<file path="config.mk">
export PLATFORM = sky130hd
export DESIGN_NAME = mem_arbiter
export DESIGN_NICKNAME = d
export VERILOG_FILES = /design/src/rtl/mem_arbiter.sv
export SDC_FILE = /design/constraint.sdc
export NUM_CORES = 1
export LEC_CHECK = 0
export CAP_MARGIN = 20
export CORE_MARGIN = 4
export CORE_UTILIZATION = 39
export DETAILED_ROUTE_END_ITERATION = 8
export GPL_ROUTABILITY_DRIVEN = 0
export PLACE_DENSITY = 0.85
export SLEW_MARGIN = 20
export SYNTH_ARGS = -nofsm -noshare
export SYNTH_HDL_FRONTEND = slang
export SYNTH_SLANG_ARGS = --single-unit
export TNS_END_PERCENT = 30
</file>
<file path="constraint.sdc">
create_clock -name clk -period 2.2 [get_ports clk]
set_input_delay 0.33 -clock clk [delete_from_list [all_inputs] [get_ports clk]]
set_output_delay 0.33 -clock clk [all_outputs]
set_load 0.005 [all_outputs]
</file>
<file path="src/rtl/mem_arbiter.sv">
// Three-way arbiter (instruction fetch, data, DMA) in front of the address
// interpreter's single request port. It runs the ren/wen-ack 4-phase handshake
// downstream and aborts transactions that hang for TIMEOUT cycles.
module mem_arbiter #(
  parameter int NREQ     = 3,
  parameter int TIMEOUT  = 255,
  parameter int DMA_PRIO = 1
) (
  input  logic                 clk,
  input  logic                 rst_n,
  input  logic [NREQ-1:0]      req_ren,
  input  logic [NREQ-1:0]      req_wen,
  input  logic [32*NREQ-1:0]   req_addr,
  input  logic [32*NREQ-1:0]   req_wdata,
  output logic [NREQ-1:0]      req_ack,
  output logic [31:0]          req_rdata,
  output logic [NREQ-1:0]      req_err,
  output logic [31:0]          m_addr,
  output logic [31:0]          m_data_i,
  output logic                 m_ren,
  output logic                 m_wen,
  input  logic                 m_ack,
  input  logic [31:0]          m_data_o,
  output logic [1:0]           grant,
  output logic [7:0]           timeout_cnt
);

  typedef enum logic [1:0] {S_IDLE, S_ISSUE, S_DROP, S_RESP} state_t;

  state_t            state_q, state_d;
  logic [1:0]        rr_q, rr_d;
  logic [1:0]        grant_q, grant_d;
  logic              op_wr_q, op_wr_d;
  logic [31:0]       addr_q, addr_d;
  logic [31:0]       wdata_q, wdata_d;
  logic              m_ren_q, m_ren_d;
  logic              m_wen_q, m_wen_d;
  logic [7:0]        cnt_q, cnt_d;
  logic              err_q, err_d;
  logic [NREQ-1:0]   req_ack_q, req_ack_d;
  logic [NREQ-1:0]   req_err_q, req_err_d;
  logic [31:0]       rdata_q, rdata_d;
  logic [7:0]        tocnt_q, tocnt_d;

  logic [NREQ-1:0]   requesting;
  logic [1:0]        win;
  logic [2:0]        rr_sum;
  logic [1:0]        rr_idx;

  assign requesting = req_ren | req_wen;

  // Winner select: DMA override first, else first requester at or after rr.
  // Walking k downwards lets the lowest rotation offset overwrite the rest.
  always_comb begin
    win    = 2'd3;
    rr_sum = 3'd0;
    rr_idx = 2'd0;
    if (DMA_PRIO != 0 && requesting[2]) begin
      win = 2'd2;
    end else begin
      for (int k = NREQ-1; k >= 0; k--) begin
        rr_sum = {1'b0, rr_q} + 3'(k);
        if (rr_sum >= 3'(NREQ)) rr_sum = rr_sum - 3'(NREQ);
        rr_idx = rr_sum[1:0];
        if (requesting[rr_idx]) win = rr_idx;
      end
    end
  end

  // Next-state and next-output computation for the handshake FSM.
  always_comb begin
    state_d   = state_q;
    rr_d      = rr_q;
    grant_d   = grant_q;
    op_wr_d   = op_wr_q;
    addr_d    = addr_q;
    wdata_d   = wdata_q;
    m_ren_d   = m_ren_q;
    m_wen_d   = m_wen_q;
    cnt_d     = cnt_q;
    err_d     = err_q;
    req_ack_d = req_ack_q;
    req_err_d = req_err_q;
    rdata_d   = rdata_q;
    tocnt_d   = tocnt_q;
    case (state_q)
      S_IDLE: begin
        // A stale m_ack here is deliberately ignored; only requests matter.
        if (|requesting) begin
          grant_d = win;
          addr_d  = req_addr[win*32 +: 32];
          wdata_d = req_wdata[win*32 +: 32];
          // ren has precedence when a requester raises both strobes
          op_wr_d = ~req_ren[win];
          m_ren_d = req_ren[win];
          m_wen_d = ~req_ren[win];
          rr_d    = (win == 2'd2) ? 2'd0 : win + 2'd1;
          cnt_d   = 8'd0;
          state_d = S_ISSUE;
        end
      end
      S_ISSUE: begin
        if (m_ack) begin
          if (!op_wr_q) rdata_d = m_data_o;
          m_ren_d = 1'b0;
          m_wen_d = 1'b0;
          state_d = S_DROP;
        end else if (cnt_q == 8'(TIMEOUT - 1)) begin
          m_ren_d = 1'b0;
          m_wen_d = 1'b0;
          err_d   = 1'b1;
          rdata_d = 32'd0;
          tocnt_d = (tocnt_q == 8'hFF) ? 8'hFF : tocnt_q + 8'd1;
          state_d = S_DROP;
        end else begin
          cnt_d = cnt_q + 8'd1;
        end
      end
      S_DROP: begin
        // wait for the interpreter to release ack before answering upstream
        if (!m_ack) begin
          req_ack_d = NREQ'(1) << grant_q;
          req_err_d = err_q ? (NREQ'(1) << grant_q) : '0;
          state_d   = S_RESP;
        end
      end
      default: begin
        if (!requesting[grant_q]) begin
          req_ack_d = '0;
          req_err_d = '0;
          err_d     = 1'b0;
          grant_d   = 2'd3;
          state_d   = S_IDLE;
        end
      end
    endcase
  end

  // State and registered outputs; reset drops downstream strobes immediately.
  always_ff @(posedge clk or negedge rst_n) begin
    if (!rst_n) begin
      state_q   <= S_IDLE;
      rr_q      <= 2'd0;
      grant_q   <= 2'd3;
      op_wr_q   <= 1'b0;
      addr_q    <= 32'd0;
      wdata_q   <= 32'd0;
      m_ren_q   <= 1'b0;
      m_wen_q   <= 1'b0;
      cnt_q     <= 8'd0;
      err_q     <= 1'b0;
      req_ack_q <= '0;
      req_err_q <= '0;
      rdata_q   <= 32'd0;
      tocnt_q   <= 8'd0;
    end else begin
      state_q   <= state_d;
      rr_q      <= rr_d;
      grant_q   <= grant_d;
      op_wr_q   <= op_wr_d;
      addr_q    <= addr_d;
      wdata_q   <= wdata_d;
      m_ren_q   <= m_ren_d;
      m_wen_q   <= m_wen_d;
      cnt_q     <= cnt_d;
      err_q     <= err_d;
      req_ack_q <= req_ack_d;
      req_err_q <= req_err_d;
      rdata_q   <= rdata_d;
      tocnt_q   <= tocnt_d;
    end
  end

  assign req_ack     = req_ack_q;
  assign req_err     = req_err_q;
  assign req_rdata   = rdata_q;
  assign m_addr      = addr_q;
  assign m_data_i    = wdata_q;
  assign m_ren       = m_ren_q;
  assign m_wen       = m_wen_q;
  assign grant       = grant_q;
  assign timeout_cnt = tocnt_q;

endmodule

</file>
# --- Yosys cells after proc, flatten, opt, wreduce, memory -nomap -nowiden ---
# Index checks and enable logic that the tools add are counted.
op_classes:
  n_eq_ne: 16
  n_mux: 54
  addsub: 8
  div_mod_pow: 0
  magnitude_cmp: 8
  n_shift: 3
  n_bitwise: 6
  multipliers: 0
  reduce_logical: 16
op_table:
  columns: ["operator", "n"]
  rows:
  - ["96-bit by 8-bit variable part select with 32-bit output", 2]
  - ["32-bit two-way mux", 3]
  - ["2-bit two-way mux", 18]
  - ["8-bit two-way mux", 4]
  - ["8-bit by 1-bit adder with 8-bit output (second input constant)", 2]
  - ["8-bit equality test (second input constant)", 2]
  - ["8-bit case mux with 2 select lines", 1]
  - ["2-bit by 3-bit less-than comparator with 1-bit output (second input constant)", 5]
  - ["3-bit AND reduction", 5]
  - ["1-bit two-way mux", 12]
  - ["3-bit two-way mux", 4]
  - ["2-bit inequality test (second input constant)", 6]
  - ["3-bit case mux with 2 select lines", 2]
  - ["4-bit AND reduction", 3]
  - ["1-bit binary-select mux with 2-bit select", 5]
  - ["3-bit by 2-bit greater-or-equal comparator with 1-bit output (second input constant)", 2]
  - ["2-bit by 1-bit inequality test with 1-bit output (second input constant)", 3]
  - ["1-bit case mux with 2 select lines", 3]
  - ["2-bit case mux with 3 select lines", 1]
  - ["2-bit OR reduction", 3]
  - ["2-bit subtractor (second input constant)", 3]
  - ["1-bit inverter", 5]
  - ["2-bit equality test (second input constant)", 2]
  - ["4-bit by 1-bit inequality test with 1-bit output (second input constant)", 1]
  - ["other kinds (13)", 14]
totals:
  input_bits: 233
  memories: 0
  romBits: 0
  output_inout_bits: 114
  latchBits: 0
  ram_bits: 0
  elab_cells: 125
  ff_bits: 128

# --- Logic depth before layout (Yosys ltp) ---
depth:
  ltp_word: 15
  depth_mapped: 10
  depth_no_buf: 7

# --- Least setup slack after synthesis ---
# No wires, ideal clock.
synth_path:
  path_type: "register to register"
  startpoint: "reg rr_q[0]"
  endpoint: "reg addr_q[10], in the netlist m_addr[10]"
  path_slack_ns: 0.232
  setup_time_ns: 0.126
  required_ns: 2.074
  path_buffers: 2
  synth_period_minus_slack_ns: 1.968
  stages_incl_launch_ff: 10
  arrival_time_ns: 1.842
  path_cell_list: "dfrtp_1 > inv_1 > ha_1 > a21oi_1 > a21o_1 > and2_1 > and3_1 > buf_2 > buf_6 > a221o_1"
synth_via:
  elab_chain_cells: 11
  word_cells_on_any_way: 25
  cone_classes: "add/sub (5); order compare (3); shift (1); mux (16)"
synth_lines:
  columns: ["element", "line", "rtl"]
  rows:
  - ["start, declared", "31", "logic [1:0] rr_q, rr_d;"]
  - ["start signal, assigned", "158", "rr_q <= rr_d;"]
  - ["2-bit by 2-bit adder with 3-bit output", "62", "rr_sum = {1'b0, rr_q} + 3'(k);"]
  - ["3-bit by 2-bit greater-or-equal comparator with 1-bit output / 2-bit subtractor (equally long branches)", "63", "if (rr_sum >= 3'(NREQ)) rr_sum = rr_sum - 3'(NREQ);"]
  - ["2-bit two-way mux", "63", null]
  - ["2-bit two-way mux", "58", "if (DMA_PRIO != 0 && requesting[2]) begin"]
  - ["1-bit binary-select mux with 2-bit select", "65", "if (requesting[rr_idx]) win = rr_idx;"]
  - ["1-bit two-way mux (implied by the code)", "65", null]
  - ["2-bit two-way mux (2 in series)", "65", null]
  - ["2-bit two-way mux (*)", "65", null]
  - ["2-bit two-way mux (*)", "58", null]
  - ["96-bit by 8-bit variable part select with 32-bit output (*)", "91", "addr_d = req_addr[win*32 +: 32];"]
  - ["end signal, assigned", "161", "addr_q <= addr_d;"]
  - ["end, declared", "34", "logic [31:0] addr_q, addr_d;"]
# Every way passes the cells marked *; elsewhere a longest branch is shown, timed or not. The select of a mux whose other input is x is not followed.
# A chain may end at the register's enable or synchronous reset.

# --- Final worst setup path ---
layout_path:
  startpoint: "reg rr_q[0]"
  endpoint: "reg wdata_q[14], in the netlist m_data_i[14]"
layout_via:
  elab_chain_cells: 11
  word_cells_on_any_way: 25
  cone_classes: "add/sub (5); order compare (3); shift (1); mux (16)"
layout_lines:
  columns: ["element", "line", "rtl"]
  rows:
  - ["2-bit by 2-bit adder with 3-bit output", "62", null]
  - ["3-bit by 2-bit greater-or-equal comparator with 1-bit output / 2-bit subtractor (equally long branches)", "63", null]
  - ["2-bit two-way mux", "63", null]
  - ["2-bit two-way mux", "58", null]
  - ["1-bit binary-select mux with 2-bit select", "65", null]
  - ["1-bit two-way mux (implied by the code)", "65", null]
  - ["2-bit two-way mux (2 in series)", "65", null]
  - ["2-bit two-way mux (*)", "65", null]
  - ["2-bit two-way mux (*)", "58", null]
  - ["96-bit by 8-bit variable part select with 32-bit output (*)", "92", "wdata_d = req_wdata[win*32 +: 32];"]
  - ["end signal, assigned", "162", "wdata_q <= wdata_d;"]
  - ["end, declared", "35", "logic [31:0] wdata_q, wdata_d;"]
# Marks and branches as above.

==> run_results.csv <==
group,metric,value,unit
placement,port_buffers,346,
layout,drive_gt1_share,9.77,%
layout,stdcell_area,11000,µm²
layout,fillers,1160,
synth,synth_fp_nets,848,
setup_path,startpoint_type,"register",
routing,firstDrtPassIters,6,
pwr,leakagePower,0.00462,µW
sta,max_freq,467,MHz
floorplan,die_w,135,µm
clocking,cts_buffers,17,
setup_path,crit_path_end_kind,"register",
floorplan,die_y,135,µm
setup_path,crit_required,2.49,ns
setup_path,crit_fanout,8,
pwr,p_sw_share,33.1,%
routing,wl_per_cell,20.2,µm
pwr,pwr-share-clk,22.9,%
placement,post-dp-hpwl,18100,µm
global_routing,grt_overflow_total,0,
outcome,status,"finished clean",
global_routing,grt_use_total,25.0,%
global_routing,grt_pass1_vias,6668,
clocking,clk-insertion-delay-late,0.42,ns
setup_path,critical_path_class,"register to register",
routing,vias,6524,
floorplan,ios,347,
synth,syn_inst,607,
sta,slew_headroom,51.2,%
synth,synth_enable_flop_cells,0,
setup_path,arrival,2.43,ns
sta,tightest_slew,0.731,ns
worst_hold_path,hp-class,"input pin to async pin",
pwr,seqPwrFrac,29.8,%
layout,area_growth_syn_to_layout,75.2,%
synth,ys_types,55,
clocking,cts_root_buf,"clkbuf_16",
synth,netlist_area,6290,µm²
global_routing,grt_pass1_wl,35500,µm
sta,period_share,97.3,%
routing,viasPerCell,5.44,
floorplan,start_util,39.8,%
synth,avgSynthCellArea,10.4,µm²
synth,synth-seq-cells,128,
sta,setup_violations,0,
clocking,cts_buffer_depth,2,
clocking,clk_pin_slew_worst_paths,0.06,ns
floorplan,dieArea,18200,µm²
floorplan,core,15800,µm²
sta,hold_violations,0,
sta,fin_skew,0.0140,ns
clocking,cts_tree,"yes",
synth,synthFlopType,"dfrtp_1",
clocking,cts_htree_levels,4,
routing,drtIter0Drc,358,
routing,ant_nets,0,
global_routing,grt_max_degree,129,
clocking,cts_hold_buf,0,
synth,synthArstFlopShare,100,%
pwr,peakVddDrop,0.624,mV
synth,ys_seq_area_share,50.9,%
pwr,p_sw,4460,µW
placement,place_area,10300,µm²
run,maxCapViolations,0,
sta,finalCriticalPeriod,2.14,ns
placement,pre_cts_ws,-0.157,ns
sta,slew_violations,0,
pwr,p_per_area,1220,nW/µm²
global_routing,antenna_found_initial,2,
synth,yosysWarnings,0,
pwr,internal_power,9010,µW
routing,post-route-drc-count,0,
layout,finalNetCount,1211,
sta,finalWorstSetupSlack,0.0589,ns
clocking,cts_sinks,128,
routing,wl,24300,µm
floorplan,rows,46,
pwr,p_comb_share,47.3,%
## Yosys cell counts (7+ instances only)
cell | n | area share [%]
dfrtp_1 | 126 | 50
o21ai_1 | 82 | 6.5
nand2_1 | 81 | 4.8
a22oi_1 | 43 | 5.1
mux2i_1 | 43 | 6.8
a22o_1 | 27 | 3.8
a221o_1 | 22 | 3.5
clkbuf_1 | 22 | 1.3
nor2_1 | 18 | 1.1
nand3_1 | 14 | 1.1
buf_2 | 13 | 1.0
and3_1 | 10 | 0.99
inv_1 | 9 | 0.54
ha_1 | 8 | 1.6
a21oi_1 | 7 | 0.56
buf_6 | 7 | 1.3
## critical path, cell delays in order (launching register included)
cell	delay, ns
dfrtp_1	0.40
inv_1	0.10
ha_4	0.22
and3_1	0.16
a211o_1	0.31
a21oi_4	0.16
buf_12	0.15
clkbuf_16	0.17
mux2i_1	0.24
o21ai_1	0.10
## cells by family (layout without fill, tap and decap cells)
group	count (synthesis)	after routing	share of synthesized area, %
AO/OA/AOI/OAI	208	208	22.9
multiplexers	47	47	7.62
adder cells (fa/ha/maj)	8	8	1.59
XOR/XNOR	6	6	0.835
other	0	1	0
flip-flops	128	128	50.9
AND/OR/NAND/NOR	155	155	11.5
buffers and inverters	55	431	4.55
## final cells by class
type | count | area [µm²] | share of cell area (%)
inverter | 10 | 37.5 | 0.341
tap | 216 | 270 | 2.45
antenna | 1 | 2.50 | 0.0227
clock buffer | 19 | 433 | 3.93
clock inverter | 13 | 209 | 1.90
sequential | 128 | 3210 | 29.1
multi-input combinational | 424 | 2860 | 26.0
timing repair buffer | 389 | 4000 | 36.3
## flip-flops by register name (all words and copies together), names as in the netlist
signal	flops
m_data_i	32
err_q	1
timeout_cnt	8
req_err	3
rr_q	2
m_addr	32
cnt_q	8
req_ack	3
grant	2
op_wr_q	1
m_wen	1
m_ren	1
req_rdata	32
state_q	2
## path summary, 6_finish.rpt
check | startpoint | to | slack (ns) | depth (start not counted)
min in group clk | m_data_o[1] | req_rdata[1] | 0.46 | 3
max | rr_q[0] | m_data_i[14] | 0.06 | 9
min | rst_n | m_addr[10] | 0.007 | 2
max reg2reg | rr_q[0] | m_data_i[14] | 0.06 | 9
max in group asynchronous | rst_n | m_data_i[8] | 1.62 | 2
min reg2reg | req_ack[0] | req_ack[0] | 0.50 | 1
## power by group through the flow
stage	Clock, µW	Combinational, µW	Sequential [µW]
after global placement	0	6050	3970
after CTS	3140	6270	3990
after floorplan	0	2760	3960
after detailed placement	0	6230	4010
after global routing	3240	6900	4120
final	3090	6370	4010
## layout by cell type (no fill, tap or decap), drive strengths merged, types with 3 or more instances in the layout
cell type / instances
a22o: 27
mux2: 4
nand2: 82
dfrtp: 126
nand4: 6
a211o: 3
xor2: 6
bufinv: 5
inv: 13
clkdlybuf4s50: 345
a22oi: 43
and3: 10
a21o: 6
or2: 4
a221o: 22
o21ai: 86
clkinvlp: 3
nor2: 19
buf: 42
mux2i: 43
nor3: 6
a21oi: 9
ha: 8
nand3: 14
clkbuf: 21
## per-stage QoR
step | std cells | hold slack [ns] | TNS [ns] | utilization (%) | power, µW
global placement | 1162 | 0.482 | -4.08 | 64.8 | 10000
floorplan | 607 | 0.0344 | 0 | - | 6720
global route | 1200 | 0.0688 | -0.0260 | 69.6 | 14300
finish | 1200 | 0.00691 | 0 | 69.6 | 13500
CTS | 1194 | 0.0562 | 0 | 68.8 | 13400
detailed placement | 1162 | 0.497 | -4.72 | 64.8 | 10200
## per-layer routing
metal  track usage, %  part of all wire [%]  up-vias  wire length (µm)
li1                 -                     -     2988                 -
met1             29.2                    37     3110              9100
met2             42.1                    49      349             11900
met3             8.64                   9.7       75              2370
met4             10.4                   3.7        2               898
met5                0                 0.054        -                13
## timing repair
item | 4_1_cts | 5_1_grt
resized for setup | 0 | 6
setup endpoints to repair | 0 | 36
setup buffers | 0 | 2
(Power assumes the default switching activity.)
